===== config.mk =====
export PLATFORM = sky130hd
export DESIGN_NAME = avm_cmd_master
export DESIGN_NICKNAME = d
export VERILOG_FILES = /design/src/rtl/avm_cmd_master.sv
export SDC_FILE = /design/constraint.sdc
export NUM_CORES = 1
export LEC_CHECK = 0
export CELL_PAD_IN_SITES_DETAIL_PLACEMENT = 0
export CELL_PAD_IN_SITES_GLOBAL_PLACEMENT = 2
export CORE_MARGIN = 3
export CORE_UTILIZATION = 44
export CTS_CLUSTER_DIAMETER = 50
export DETAILED_ROUTE_END_ITERATION = 10
export HOLD_SLACK_MARGIN = 0.08
export PLACE_DENSITY = 0.77
export SLEW_MARGIN = 0
export SYNTH_ARGS = -nofsm -noshare
export SYNTH_HDL_FRONTEND = slang
export SYNTH_SLANG_ARGS = --single-unit

===== constraint.sdc =====
create_clock -name clk -period 6.3 [get_ports clk]
set_clock_uncertainty 0.1 [all_clocks]
set_input_delay 1.26 -clock clk [delete_from_list [all_inputs] [get_ports clk]]
set_output_delay 1.26 -clock clk [all_outputs]
set_load 0.005 [all_outputs]

===== src/rtl/avm_cmd_master.sv =====
`default_nettype none
// ============================================================================
// Module   : avm_cmd_master
// Purpose  : FIFO-buffered Avalon-MM initiator for the VGA register/tile-RAM
//            slave; optional waitrequest timeout via AVM_WAIT_TIMEOUT_EN.
// Revision : 1.0  initial release
// ============================================================================
module avm_cmd_master #(
  parameter int DEPTH        = 8,
  parameter int READ_LATENCY = 2,
  parameter int TIMEOUT      = 255
) (
  input  logic        clk,
  input  logic        reset,
  input  logic        cmd_valid,
  output logic        cmd_ready,
  input  logic        cmd_write,
  input  logic [11:0] cmd_addr,
  input  logic [31:0] cmd_data,
  input  logic [3:0]  cmd_byte_en,
  output logic        rsp_valid,
  output logic [31:0] rsp_data,
  output logic        busy,
  output logic        err,
  output logic        AVL_CS,
  output logic        AVL_READ,
  output logic        AVL_WRITE,
  output logic [11:0] AVL_ADDR,
  output logic [3:0]  AVL_BYTE_EN,
  output logic [31:0] AVL_WRITEDATA,
  input  logic [31:0] AVL_READDATA,
  input  logic        AVL_WAITREQUEST
);

  localparam int              c_AW       = $clog2(DEPTH);
  localparam int              c_CW       = c_AW + 1;
  localparam logic [c_CW-1:0] c_DEPTH    = c_CW'(DEPTH);
  localparam logic [c_CW-1:0] c_ONE      = c_CW'(1);
  localparam logic [3:0]      c_LAT_INIT = 4'(READ_LATENCY - 1);

  typedef enum logic [1:0] {S_IDLE = 2'd0, S_ISSUE = 2'd1, S_RD_WAIT = 2'd2} state_t;

  logic [48:0]      r_mem [DEPTH];
  logic [c_AW-1:0]  r_wr_ptr, r_rd_ptr;
  logic [c_CW-1:0]  r_count;
  state_t           r_state;
  logic             r_cs, r_rd, r_wr;
  logic [11:0]      r_addr;
  logic [3:0]       r_be;
  logic [31:0]      r_wdata;
  logic             r_rsp_valid;
  logic [31:0]      r_rsp_data;
  logic [3:0]       r_lat;

  logic             w_push, w_pop, w_accept, w_drop, w_more, w_load;
  logic [c_AW-1:0]  w_next_ptr;
  logic [48:0]      w_ld;

  assign cmd_ready  = (r_count != c_DEPTH);
  assign w_push     = cmd_valid && cmd_ready;
  assign w_accept   = (r_state == S_ISSUE) && !AVL_WAITREQUEST;
  assign w_pop      = w_accept || w_drop;
  assign w_more     = (r_count > c_ONE);
  assign w_next_ptr = r_rd_ptr + c_AW'(1);
  // In ISSUE the head is being popped this cycle, so the follower is next.
  assign w_ld       = (r_state == S_ISSUE) ? r_mem[w_next_ptr] : r_mem[r_rd_ptr];
  assign w_load     = ((r_state == S_IDLE) && (r_count != '0)) ||
                      (w_accept && r_wr && w_more) ||
                      ((r_state == S_RD_WAIT) && (r_lat == 4'd0) && (r_count != '0));

`ifdef AVM_WAIT_TIMEOUT_EN
  localparam int              c_TW      = $clog2(TIMEOUT + 1);
  localparam logic [c_TW-1:0] c_TO_LAST = c_TW'(TIMEOUT - 1);
  logic [c_TW-1:0] r_to_cnt;
  logic            r_err;
  assign w_drop = (r_state == S_ISSUE) && AVL_WAITREQUEST && (r_to_cnt == c_TO_LAST);
  assign err    = r_err;
`else
  logic w_unused_timeout;
  assign w_unused_timeout = (TIMEOUT != 0);
  assign w_drop = 1'b0;
  assign err    = 1'b0;
`endif

  always_ff @(posedge clk) begin
    if (w_push) r_mem[r_wr_ptr] <= {cmd_write, cmd_addr, cmd_data, cmd_byte_en};
  end

  always_ff @(posedge clk) begin
    if (reset) begin
      r_wr_ptr <= '0;
      r_rd_ptr <= '0;
      r_count  <= '0;
    end else begin
      if (w_push) r_wr_ptr <= r_wr_ptr + c_AW'(1);
      if (w_pop)  r_rd_ptr <= w_next_ptr;
      if (w_push && !w_pop)      r_count <= r_count + c_ONE;
      else if (!w_push && w_pop) r_count <= r_count - c_ONE;
    end
  end

  always_ff @(posedge clk) begin
    if (reset) begin
      r_state     <= S_IDLE;
      r_cs        <= 1'b0;
      r_rd        <= 1'b0;
      r_wr        <= 1'b0;
      r_addr      <= '0;
      r_be        <= '0;
      r_wdata     <= '0;
      r_rsp_valid <= 1'b0;
      r_rsp_data  <= '0;
      r_lat       <= '0;
`ifdef AVM_WAIT_TIMEOUT_EN
      r_to_cnt    <= '0;
      r_err       <= 1'b0;
`endif
    end else begin
      r_rsp_valid <= 1'b0;
      if (w_load) begin
        r_cs    <= 1'b1;
        r_wr    <= w_ld[48];
        r_rd    <= ~w_ld[48];
        r_addr  <= w_ld[47:36];
        r_wdata <= w_ld[35:4];
        r_be    <= w_ld[3:0];
        r_state <= S_ISSUE;
      end
`ifdef AVM_WAIT_TIMEOUT_EN
      if ((r_state == S_ISSUE) && AVL_WAITREQUEST && !w_drop) r_to_cnt <= r_to_cnt + c_TW'(1);
      else                                                     r_to_cnt <= '0;
`endif
      case (r_state)
        S_IDLE: ;
        S_ISSUE: begin
          if (w_accept) begin
            if (!r_wr) begin
              {r_cs, r_rd, r_wr} <= 3'b000;
              r_lat   <= c_LAT_INIT;
              r_state <= S_RD_WAIT;
            end else if (!w_more) begin
              {r_cs, r_rd, r_wr} <= 3'b000;
              r_state <= S_IDLE;
            end
          end
`ifdef AVM_WAIT_TIMEOUT_EN
          else if (w_drop) begin
            {r_cs, r_rd, r_wr} <= 3'b000;
            r_err   <= 1'b1;
            r_state <= S_IDLE;
            if (r_rd) begin
              r_rsp_valid <= 1'b1;
              r_rsp_data  <= 32'hDEADBEEF;
            end
          end
`endif
        end
        S_RD_WAIT: begin
          if (r_lat == 4'd0) begin
            r_rsp_valid <= 1'b1;
            r_rsp_data  <= AVL_READDATA;
            if (r_count == '0) r_state <= S_IDLE;
          end else begin
            r_lat <= r_lat - 4'd1;
          end
        end
        default: r_state <= S_IDLE;
      endcase
    end
  end

  assign busy          = (r_count != '0) || (r_state != S_IDLE);
  assign rsp_valid     = r_rsp_valid;
  assign rsp_data      = r_rsp_data;
  assign AVL_CS        = r_cs;
  assign AVL_READ      = r_rd;
  assign AVL_WRITE     = r_wr;
  assign AVL_ADDR      = r_addr;
  assign AVL_BYTE_EN   = r_be;
  assign AVL_WRITEDATA = r_wdata;

endmodule
`default_nettype wire


==> flow_summary.json <==
{
  "status": "finished, final reports clean",
  "drc": 0,
  "path_common_cell": "buf_4",
  "yosysWarnings": 0,
  "drt-total-wl_um": 51250,
  "critPathBufInv": 2,
  "clockPowerShare_pct": 31.9,
  "crit_path_end_kind": "flip-flop",
  "cpLargestDelayFamily": "buffers and inverters",
  "path_class": "reg2reg",
  "postRouteAntennaNets": 0,
  "synthDistinctLibCells": 44,
  "fmax_ghz": 0.2754,
  "synthTopCellsByCount": "392 x edfxtp_1, 194 x mux4_2, 103 x dfxtp_1",
  "crit_arrival_ns": 4.01,
  "nNetsFinal": 1446,
  "path_cells": "buf_4, buf_4, mux4_2, o22ai_1, nor2_1, a22o_1",
  "rsz0062_at_grt": "false",
  "num_rows": 79,
  "finalSetupTns_ns": 0,
  "cts_inserted_buffers": 55,
  "rr_worst_depth": 6,
  "setup-violations-final": 0,
  "min_path_cells": 2,
  "post-synth-top-count-cell": "edfxtp_1",
  "clockBufferDepth": 3,
  "wl_per_cell_um": 25.56,
  "gp_congestion": 0.7114,
  "p_comb_share_pct": 26.0,
  "cp_max_fo": 44,
  "dp_hpwl_um": 28660,
  "cts_root_buffer": "clkbuf_16",
  "critPathLaunchType": "flip-flop",
  "die-area_um2": 50450,
  "cts_tree": "built",
  "io_buffers": 170,
  "track_usage_pct": 20.64,
  "grt_overflow_total": 0,
  "drive_gt1_share_pct": 23.10,
  "antenna_found_initial": 1,
  "synth.area.top_cells": "edfxtp_1 56%, mux4_2 21%, dfxtp_1 9.8%, o22ai_1 2.9%, a22o_1 2.0%",
  "hp-class": "reg2reg",
  "tightestPinTransition_ns": 1.204,
  "synthArstFlopShare_pct": 0,
  "synth_nets": 1286,
  "p_total_mw": 9.886,
  "ys_ff_latch": 495,
  "p_sw_mw": 2.813,
  "p_int_mw": 7.074,
  "timing_hold_violations_final": 0,
  "die_y_um": 224.6,
  "holdBufCountCts": 0,
  "die_width_um": 224.6,
  "viasPerCell": 5.956,
  "diodes": 0,
  "ios": 172,
  "synthesis.area_um2": 21030,
  "synth_top_area_share_pct": 55.97,
  "drt_iter0_drc": 1039,
  "period_minus_slack_ns": 3.631,
  "synth_edf_count": 392,
  "critPathMaxStageDelay_ns": 1.00,
  "grt_pass1_vias": 12680,
  "synthFlopType": "edfxtp_1",
  "post-cts-setup-buffer-count": 0,
  "post_cts_resized": 0,
  "worst-path-stages": 6,
  "syn_avg_cell_area_um2": 17.63,
  "clk_pin_slew_ns": 0.06,
  "layout.cells.non_filler": 2005,
  "yosysSeqAreaShare_pct": 65.78,
  "finalMaxSlewViolations": 0,
  "route.vias.total": 11940,
  "powerDensity_nw_per_um2": 393.7,
  "cts_sinks": 495,
  "synthCells": 1193,
  "synth_top_area_cell": "edfxtp_1",
  "dp_cells": 1903,
  "core_um2": 46850,
  "drt-pass1-iter-count": 7,
  "power_frac_seq_pct": 42.1,
  "drv_cap": 0,
  "start_util_pct": 44.89,
  "leakage_nw": 7.804,
  "ir_drop_uv": 254.1,
  "critical_path_required_ns": 6.68,
  "p_sw_share_pct": 28.45,
  "cts_htree_levels": 2,
  "cpMaxStageDelayCell": "dfxtp_4",
  "period_share_pct": 57.63,
  "grt_start_max_net_pins": 54,
  "max_slew_margin_pct": 19.56,
  "grt_pass1_wl_um": 78350,
  "areaGrowthSynthToFinish_pct": 19.40,
  "clk_latency_ns": 0.59
}
## registers in the layout, summed over array words and instances, names as in the netlist, named ones only
register,flops
r_wr_ptr,3
r_state,2
AVL_BYTE_EN,4
r_rd_ptr,3
AVL_WRITE,1
AVL_ADDR,12
AVL_CS,1
AVL_WRITEDATA,32
r_count,4
r_lat,4
r_mem,392
rsp_valid,1
AVL_READ,1
rsp_data,32
## placed cells by master, fill, tap and decap left out, types with 3 or more instances in the layout
cell type,count
clkbuf_1,12
dfxtp_4,3
nand2b_1,7
nand2_1,76
nor2_1,64
clkbuf_16,57
o21ai_0,3
clkinvlp_4,5
clkdlybuf4s50_1,169
edfxtp_1,392
nor2_4,7
clkinv_2,8
o22ai_1,97
mux2i_1,6
clkbuf_8,5
buf_4,24
a22o_1,48
ha_1,7
bufinv_16,4
dfxtp_1,100
inv_1,6
xor2_1,7
clkinv_1,7
a21oi_1,43
nor3_1,7
mux4_2,194
## stage by stage
step                      utilization [%]  setup WS (ns)  hold WS [ns]  cell area [um^2]
after floorplan                         -         0.6263        0.3527             21030
after global placement              49.75          2.355        0.3409             23310
after detailed placement            49.75          2.326        0.3453             23310
after CTS                           53.59          2.570        0.3535             25110
after global routing                53.59          2.347        0.3733             25110
final                               53.59          2.669        0.3504             25110
## layout make-up
cell class / count / area, um^2
fill: 3774 / 21740
sequential: 495 / 13840
multi-input combinational: 601 / 6805
timing repair buffer: 194 / 1877
clock buffer: 74 / 1540
tap: 607 / 759.5
clock inverter: 28 / 261.5
inverter: 6 / 22.52
## power groups by stage
stage               clock, mW  sequential [mW]  combinational, mW
floorplan                   0             4.13               1.69
global placement            0             4.22               2.59
detailed placement          0             4.23               2.60
CTS                      3.24             4.17               2.61
global route             3.38             4.21               2.78
finish                   3.16             4.16               2.57
## path summary, 6_finish.rpt
check	startpoint	to	slack, ns
setup / recovery	r_rd_ptr[0]$_SDFFE_PP0N_	AVL_WRITEDATA[27]$_SDFFE_PP0P_	2.67
setup reg to reg	r_rd_ptr[0]$_SDFFE_PP0N_	AVL_WRITEDATA[27]$_SDFFE_PP0P_	2.67
hold reg to reg	rsp_data[8]$_SDFFE_PP0N_	rsp_data[8]$_SDFFE_PP0N_	0.35
hold / removal	rsp_data[8]$_SDFFE_PP0N_	rsp_data[8]$_SDFFE_PP0N_	0.35
## metal layers
layer  GRT usage, %  vias to the layer above  wire length, um
li1               -                     5253                -
met1          27.53                     6262            21250
met2          35.76                      361            26210
met3          3.876                       64             2901
met4          4.429                        2              877
met5              0                        -               10
## worst register-to-register path: stages, from the launching register on
cell,delay [ns]
dfxtp_4,1.00
buf_4,0.69
buf_4,0.64
mux4_2,0.61
o22ai_1,0.17
nor2_1,0.12
a22o_1,0.19
## cell families (layout without fill, tap and decap cells)
family / after synthesis / after routing / synth area share, %
other: 1 / 1 / 0.01783
multiplexers: 200 / 200 / 21.06
AO/OA/AOI/OAI: 202 / 202 / 6.420
XOR/XNOR: 9 / 9 / 0.3748
AND/OR/NAND/NOR: 181 / 181 / 3.629
flip-flops: 495 / 495 / 65.78
adder cells (fa/ha/maj): 8 / 8 / 0.4760
buffers and inverters: 97 / 302 / 2.243
Power figures use the tool's default switching activity.
